$ cat src/rtl/z_test_ctrl.sv
// Depth-test sequencer for one 32x32 tile: read stored Z, compare, write back, with
// write forwarding for close same-address pixels and a full-tile Z clear sequencer.
//
// state | meaning
// IDLE  | pixels flow; waiting for clear_start
// DRAIN | clear requested; letting in-flight pixels and their writes finish
// CLEAR | writing clear_z to every tile entry, one per cycle
module z_test_ctrl (
    input  logic        clock,
    input  logic        reset,
    input  logic        clear_start,
    input  logic [31:0] clear_z,
    output logic        clear_busy,
    input  logic        in_valid,
    output logic        in_ready,
    input  logic [4:0]  in_x,
    input  logic [4:0]  in_y,
    input  logic [31:0] in_z,
    input  logic [2:0]  in_depth_comp,
    input  logic        in_zwrite_dis,
    output logic        out_valid,
    output logic [4:0]  out_x,
    output logic [4:0]  out_y,
    output logic        out_pass,
    output logic [9:0]  zram_addr,
    output logic        zram_rd,
    input  logic [31:0] zram_rdata,
    output logic        zram_wr,
    output logic [31:0] zram_wdata
);

    typedef enum logic [1:0] {
        ST_IDLE  = 2'd0,
        ST_DRAIN = 2'd1,
        ST_CLEAR = 2'd2
    } state_t;

    state_t      state, state_next;
    logic [9:0]  clr_cnt;
    logic [31:0] clr_z_q;

    logic        accept;
    logic        pipe_busy;
    logic        enter_clear;

    // stage A: registered request, read issued this cycle
    logic        a_valid;
    logic [4:0]  a_x, a_y;
    logic [31:0] a_z;
    logic [2:0]  a_mode;
    logic        a_zdis;

    // stage B: read data returns this cycle
    logic        b_valid;
    logic [4:0]  b_x, b_y;
    logic [31:0] b_z;
    logic [2:0]  b_mode;
    logic        b_zdis;
    logic [9:0]  b_addr;

    // write currently driven, and the one driven the cycle before
    logic        wr_valid;
    logic [9:0]  wr_addr;
    logic [31:0] wr_data;
    logic        wr2_valid;
    logic [9:0]  wr2_addr;
    logic [31:0] wr2_data;

    logic signed [31:0] ip_z;
    logic signed [31:0] old_z;
    logic               pass;

    assign clear_busy = (state != ST_IDLE);
    assign in_ready   = !clear_busy && !clear_start && !reset;
    assign accept     = in_valid && in_ready;
    assign pipe_busy  = a_valid || b_valid || wr_valid;
    assign b_addr     = {b_y, b_x};

    always_ff @(posedge clock or posedge reset) begin
        if (reset) begin
            state <= ST_IDLE;
        end else begin
            state <= state_next;
        end
    end

    always_comb begin
        state_next  = state;
        enter_clear = 1'b0;
        case (state)
            ST_IDLE: begin
                if (clear_start) begin
                    state_next = ST_DRAIN;
                end
            end
            ST_DRAIN: begin
                if (!pipe_busy) begin
                    state_next  = ST_CLEAR;
                    enter_clear = 1'b1;
                end
            end
            ST_CLEAR: begin
                if (clr_cnt == 10'd1023) begin
                    state_next = ST_IDLE;
                end
            end
            default: state_next = ST_IDLE;
        endcase
    end

    always_ff @(posedge clock or posedge reset) begin
        if (reset) begin
            clr_cnt <= '0;
            clr_z_q <= '0;
        end else begin
            if (state == ST_IDLE && clear_start) begin
                clr_z_q <= clear_z;
            end
            if (state == ST_CLEAR) begin
                clr_cnt <= clr_cnt + 10'd1;
            end else begin
                clr_cnt <= '0;
            end
        end
    end

    always_ff @(posedge clock or posedge reset) begin
        if (reset) begin
            a_valid <= 1'b0;
            a_x     <= '0;
            a_y     <= '0;
            a_z     <= '0;
            a_mode  <= '0;
            a_zdis  <= 1'b0;
            b_valid <= 1'b0;
            b_x     <= '0;
            b_y     <= '0;
            b_z     <= '0;
            b_mode  <= '0;
            b_zdis  <= 1'b0;
        end else begin
            a_valid <= accept;
            if (accept) begin
                a_x    <= in_x;
                a_y    <= in_y;
                a_z    <= in_z;
                a_mode <= in_depth_comp;
                a_zdis <= in_zwrite_dis;
            end
            b_valid <= a_valid;
            b_x     <= a_x;
            b_y     <= a_y;
            b_z     <= a_z;
            b_mode  <= a_mode;
            b_zdis  <= a_zdis;
        end
    end

    // The SRAM returns old data when read and written in the same cycle, so the two
    // most recent writes must override it; the newer one wins.
    always_comb begin
        old_z = zram_rdata;
        if (wr_valid && wr_addr == b_addr) begin
            old_z = wr_data;
        end else if (wr2_valid && wr2_addr == b_addr) begin
            old_z = wr2_data;
        end
    end

    assign ip_z = b_z;

    always_comb begin
        pass = 1'b0;
        case (b_mode)
            3'd0: pass = 1'b0;
            3'd1: pass = (ip_z <  old_z);
            3'd2: pass = (ip_z == old_z);
            3'd3: pass = (ip_z <= old_z);
            3'd4: pass = (ip_z >  old_z);
            3'd5: pass = (ip_z != old_z);
            3'd6: pass = (ip_z >= old_z);
            3'd7: pass = 1'b1;
            default: pass = 1'b0;
        endcase
    end

    always_ff @(posedge clock or posedge reset) begin
        if (reset) begin
            out_valid <= 1'b0;
            out_x     <= '0;
            out_y     <= '0;
            out_pass  <= 1'b0;
            wr_valid  <= 1'b0;
            wr_addr   <= '0;
            wr_data   <= '0;
            wr2_valid <= 1'b0;
            wr2_addr  <= '0;
            wr2_data  <= '0;
        end else begin
            out_valid <= b_valid;
            out_x     <= b_x;
            out_y     <= b_y;
            out_pass  <= b_valid && pass;
            wr_valid  <= b_valid && pass && !b_zdis && !enter_clear;
            wr_addr   <= b_addr;
            wr_data   <= b_z;
            wr2_valid <= wr_valid && !enter_clear;
            wr2_addr  <= wr_addr;
            wr2_data  <= wr_data;
        end
    end

    // Externally the read address takes the port whenever a read is pending; the
    // integration takes the write address from the registered write path.
    always_comb begin
        zram_rd    = a_valid;
        zram_wr    = wr_valid || (state == ST_CLEAR);
        zram_wdata = wr_data;
        zram_addr  = wr_addr;
        if (state == ST_CLEAR) begin
            zram_wdata = clr_z_q;
            zram_addr  = clr_cnt;
        end
        if (a_valid) begin
            zram_addr = {a_y, a_x};
        end
    end

endmodule

$ cat config.mk
export PLATFORM = sky130hd
export DESIGN_NAME = z_test_ctrl
export DESIGN_NICKNAME = d
export VERILOG_FILES = /design/src/rtl/z_test_ctrl.sv
export SDC_FILE = /design/constraint.sdc
export NUM_CORES = 1
export LEC_CHECK = 0
export CAP_MARGIN = 0
export CORE_ASPECT_RATIO = 0.5
export CORE_MARGIN = 2
export CORE_UTILIZATION = 56
export CTS_BUF_LIST = sky130_fd_sc_hd__clkbuf_4 sky130_fd_sc_hd__clkbuf_8 sky130_fd_sc_hd__clkbuf_16
export DETAILED_ROUTE_END_ITERATION = 12
export GPL_ROUTABILITY_DRIVEN = 1
export PLACE_DENSITY = 0.85
export SKIP_CTS_REPAIR_TIMING = 1
export SLEW_MARGIN = 0
export SYNTH_ARGS = -nofsm -noshare
export SYNTH_HDL_FRONTEND = slang
export SYNTH_SLANG_ARGS = --single-unit
$ cat constraint.sdc
create_clock -name clock -period 20.3 [get_ports clock]
set_input_delay 2.03 -clock clock [delete_from_list [all_inputs] [get_ports clock]]
set_output_delay 2.03 -clock clock [all_outputs]
set_load 0.01 [all_outputs]
# ---- Word-level counts from Yosys, hierarchy flattened
# Index checks and enable logic that the tools add are counted.
dict set report word_totals {
  ff_bits 236
  in_bits 114
  elab_cells 82
}
dict set report op_classes {
  n_addsub 1
  n_lt_le_gt_ge 4
  eq_ne 17
  n_mux 13
  n_reduce_logical 22
}
# operator count
set op_table {}
lappend op_table {{32-bit 2-to-1 mux} 3}
lappend op_table {{32-bit equality test} 1}
lappend op_table {{32-bit >= comparator} 1}
lappend op_table {{32-bit greater-than comparator} 1}
lappend op_table {{32-bit <= comparator} 1}
lappend op_table {{32-bit < comparator} 1}
lappend op_table {{32-bit != test} 1}
lappend op_table {{10-bit 2-to-1 mux} 3}
lappend op_table {{10-bit equality test} 2}
lappend op_table {{3-bit equality test (second input constant)} 4}
lappend op_table {{10-bit by 1-bit adder with 10-bit output (second input constant)} 1}
lappend op_table {{10-bit equality test (second input constant)} 1}
lappend op_table {{1-bit logical AND} 10}
lappend op_table {{1-bit one-hot mux with 8 select lines} 1}
lappend op_table {{3-bit by 2-bit equality test with 1-bit output (second input constant)} 2}
lappend op_table {{2-bit 2-to-1 mux} 3}
lappend op_table {{2-bit != test (second input constant)} 3}
lappend op_table {{2-bit one-hot mux with 3 select lines} 1}
lappend op_table {{1-bit logical NOT} 5}
lappend op_table {{3-bit by 1-bit equality test with 1-bit output (second input constant)} 1}
lappend op_table {{3-bit logical NOT} 1}
lappend op_table {{1-bit logical OR} 3}
lappend op_table {{3-bit AND reduction} 1}
lappend op_table {{2-bit by 1-bit equality test with 1-bit output (second input constant)} 1}
lappend op_table {{4 further kinds} 5}

# ---- Longest topological paths before layout
dict set report logic_depth {
  word_depth 9
  mapped_depth 15
  ltp_nobuf 14
}

# ---- Worst setup path before layout
# OpenSTA, ideal clock, no wires.
dict set report synth_timing {
  kind {in2out}
  startpoint {in clear_start}
  endpoint {out in_ready}
  arrival_time_ps 2379
  required_time_ps 18270
  slack_ps 15891
  cell_stages 1
  path_buffers 0
  path_cell_list {nor3_1}
}
dict set report synth_between {
  elab_chain_cells 3
}
# item line
set synth_lines {}
lappend synth_lines {{start, declared} 11} ;# input logic clear_start,
lappend synth_lines {{1-bit logical NOT} 74} ;# assign in_ready = !clear_busy && !clear_start && !reset;
lappend synth_lines {{1-bit logical AND (2 in a row)} 74}
lappend synth_lines {{end, declared} 15} ;# output logic in_ready,
# No other way between the ends.

# ---- Final worst setup path
dict set report layout_timing {
  startpoint {in reset}
  endpoint {out in_ready}
}
dict set report layout_between {
  elab_chain_cells 2
}
# item line
set layout_lines {}
lappend layout_lines {{start, declared} 10} ;# input logic reset,
lappend layout_lines {{1-bit logical NOT (no source line)} --}
lappend layout_lines {{1-bit logical AND} 74}
# No other way between the ends.

==> summary.txt <==
Outcome
  – Result of the run: completed

Pwr
  – Post-layout power: 1700 uW
  – Cell-internal power: 1190 uW
  – Sequential cell fraction of total power: between 40% and 50%
  – Sw frac: between 30% and 40%
  – Cell area power density: 147 nW/um2
  – Peak ir drop on the vdd network: 109 uV
  – Leakage power summed over all cells: 0.00508 uW
  – Portion of total power attributed to the clock network: 20.4%
  – Reported net switching power: 516 uW
  – Fraction of power consumed by combinational cells: 32.8%

Route
  – Routed via count divided by cell count: 5.40
  – Final routed DRC violation total: 0
  – Final routed wire length divided by cell count: 18.5 um
  – Remaining antenna violation count after routing: 0
  – Total via count in the routed design: 5631
  – Number of DRC violations after detailed-routing iteration 0: 242
  – Drt first pass iters: 6
  – Detailed-route wire length: 19.2 mm

Synth
  – Ys async rst share: 100%
  – Portion of synthesized cell area occupied by the leading cell type: 62.4%
  – Total standard cell area after synthesis: 9060 um2
  – Mean cell area of the mapped netlist: between 10 and 15 um2
  – Flip-flop and latch count after synthesis: 226
  – Number of warnings printed during yosys synthesis: 0
  – Cell type with the highest aggregate area in the netlist: dfrtp_1
  – Count of flip-flops with a built-in enable after synthesis: 0
  – Sequential cell area fraction in the yosys report: 62.4%
  – Syn_nets: approximately 800
  – Post-synth top flop: dfrtp_1
  – Most numerous cell in the Yosys netlist: dfrtp_1
  – Most area-consuming cells after synthesis: dfrtp_1, mux2_2, mux2i_1, ha_1, o21ai_0
  – Top cell types by occurrence after synthesis: dfrtp_1, mux2_2, nand2_1
  – Post-synth cell types: 42
  – Count of mapped cells out of synthesis: roughly 660

Clock network
  – CTS Root Buffer Type: clkbuf_16
  – Clock latency reported for the late side of the worst-skew pair: 490 ps
  – Worst-path clk slew: 70 ps
  – TritonCTS clock tree: done
  – TritonCTS Buffers: 19
  – Total number of H-tree levels: 1
  – Clock tree buffer depth: 3
  – Sink count of the clock tree: 226

STA
  – Max-slew violation count: 0
  – F_max: 182 MHz
  – Worst Max-Slew Pin Slew: approximately 1100 ps
  – Final-report hold violation count: 0
  – Headroom to the max-slew limit: 27.1%
  – Slack of the critical path: 14800 ps
  – Unrepaired setup endpoints after global routing: no
  – Final clock skew: 15.9 ps
  – Final setup violation count: 0
  – Crit share post-route: 27.1%
  – Minimum clock period: 5500 ps
  – Fin Setup TNS: 0 ps

Global route
  – Global routing usage summed across all routing layers: 23.2%
  – Number of antenna violations at the first check in global routing: 0
  – Via count of the first global-routing pass: 6074
  – Overflow after GRT: 0
  – Largest net degree at the start of global routing: 143
  – Wire length of the first global-routing pass: 30.9 mm

Critical path
  – CP Launch Type: input port
  – Data arrival time of the worst path: 3470 ps
  – Highest net fanout along the worst path: 2
  – Crit path capture type: primary output
  – Cell count of the worst reg-to-reg path: 15
  – Required time at the endpoint of the critical path: between 15000 and 20000 ps
  – Class of the most critical setup path: in2out

Worst hold path
  – Class of the tightest hold or removal check: reg2reg
  – Cell depth of the worst hold path: 0

Placed design
  – Port buffer count: 171
  – Place WS: about 15000 ps
  – Weighted congestion reported at the end of routability-driven placement: ~0.76
  – Placed wire-length estimate: roughly 13 mm

Cells and area
  – Area delta synth->final: 27.7%
  – Diodes inserted: 0
  – Layout net count: 975
  – Fraction of final layout cells sized beyond drive strength 1: 18.7%

Floorplan
  – Number of rows in the core area: 32
  – Total die area: 17300 um2
  – I/O pin count: between 150 and 200
  – Horiz. Die Dim: 184 um
  – Area of the placeable core: 15600 um2
  – Die Ht: around 94 um
  – Initial cell density of the core: around 58%

Run
  – Max capacitance violation total: 0
==> cell usage in the layout, fill, tap and decap left out, types with 2 or more instances in the layout <==
cell type / n
clkdlybuf4s50_1: 171
a21o_1: 2
a21oi_1: 12
nor3_1: 5
clkbuf_16: 19
mux2_2: 110
nand2_1: 52
clkbuf_8: 4
clkinvlp_4: 2
ha_1: 33
nand2b_1: 2
nor2_1: 16
nand4_1: 9
nor2b_1: 2
buf_4: 5
clkbuf_4: 3
inv_1: 5
clkinv_2: 3
xnor2_1: 17
and4_1: 5
mux2i_1: 42
dfrtp_1: 226
o21ai_0: 48
nand3_1: 7
xor2_1: 11
==> worst paths after layout <==
path	start	end	slack, ps
worst min register to register	a_z[31]$_DFFE_PP0P_	b_z[31]$_DFF_PP0_	370
worst min-delay path	a_z[31]$_DFFE_PP0P_	b_z[31]$_DFF_PP0_	370
worst max register to register	b_x[1]$_DFF_PP0_	wr_valid$_DFF_PP0_	16260
min in group asynchronous	reset	a_x[2]$_DFFE_PP0P_	2180
max in group asynchronous	reset	clr_z_q[4]$_DFFE_PP0P_	16440
worst max-delay path	reset	in_ready	14800
==> per-stage QoR <==
stage | hold WS, ps | std cells | cell area (um2) | utilization, %
4_1_cts | 372 | 1042 | 11600 | 74.1
6_report | 367 | 1042 | 11600 | 74.1
3_3_place_gp | 352 | 1011 | 11000 | 70.4
2_1_floorplan | 349 | 657 | 9060 | -
5_1_grt | 379 | 1042 | 11600 | 74.1
3_5_place_dp | 357 | 1011 | 11000 | 70.4
==> metal layers <==
metal	routed length [um]	GRT usage [%]	share of wire (%)
met1	8220	29.9	43
met2	9510	40.6	49
met3	1120	4.96	5.8
met4	394	5.87	2.0
met5	0	0	0
==> cell families after synthesis <==
family,share of synthesized area (%)
mux,18.3
buf+inv,1.41
compound gates,4.81
xor+xnor,2.71
fa+ha+maj,4.56
simple gates,5.80
flops,62.4
==> state kept, by name, indices dropped and copies added, names as in the netlist <==
name and flops:
a_x 5, b_zdis 1, wr2_valid 1, state 2, out_pass 1, b_x 5
wr2_addr 10, a_y 5, b_y 5, wr_valid 1, b_mode 3, a_z 32
out_valid 1, zram_rd 1, wr2_data 32, clr_cnt 10, wr_data 32, a_mode 3
b_valid 1, wr_addr 9, out_y 1, a_zdis 1, clr_z_q 32, b_z 32
==> layout make-up <==
type,instances,area [um2]
Inverter,6,30.0
Clock inverter,5,30.0
Multi-Input combinational cell,399,3300
Tap cell,204,255
Clock buffer,26,553
Sequential cell,226,5660
Fill cell,1025,4050
Timing Repair Buffer,176,1750
==> critical path, stage by stage <==
cell and delay, ps:
clkdlybuf4s50_1 510, nor3_1 330, clkdlybuf4s50_1 600
==> power by group through the flow <==
stage | Combinational, uW | Sequential [uW] | Clock [uW]
4_1_cts | 566 | 800 | 354
2_1_floorplan | 330 | 762 | 0
3_5_place_dp | 559 | 805 | 0
3_3_place_gp | 544 | 790 | 0
6_report | 559 | 798 | 348
5_1_grt | 607 | 826 | 369
(Power assumes the default switching activity.)
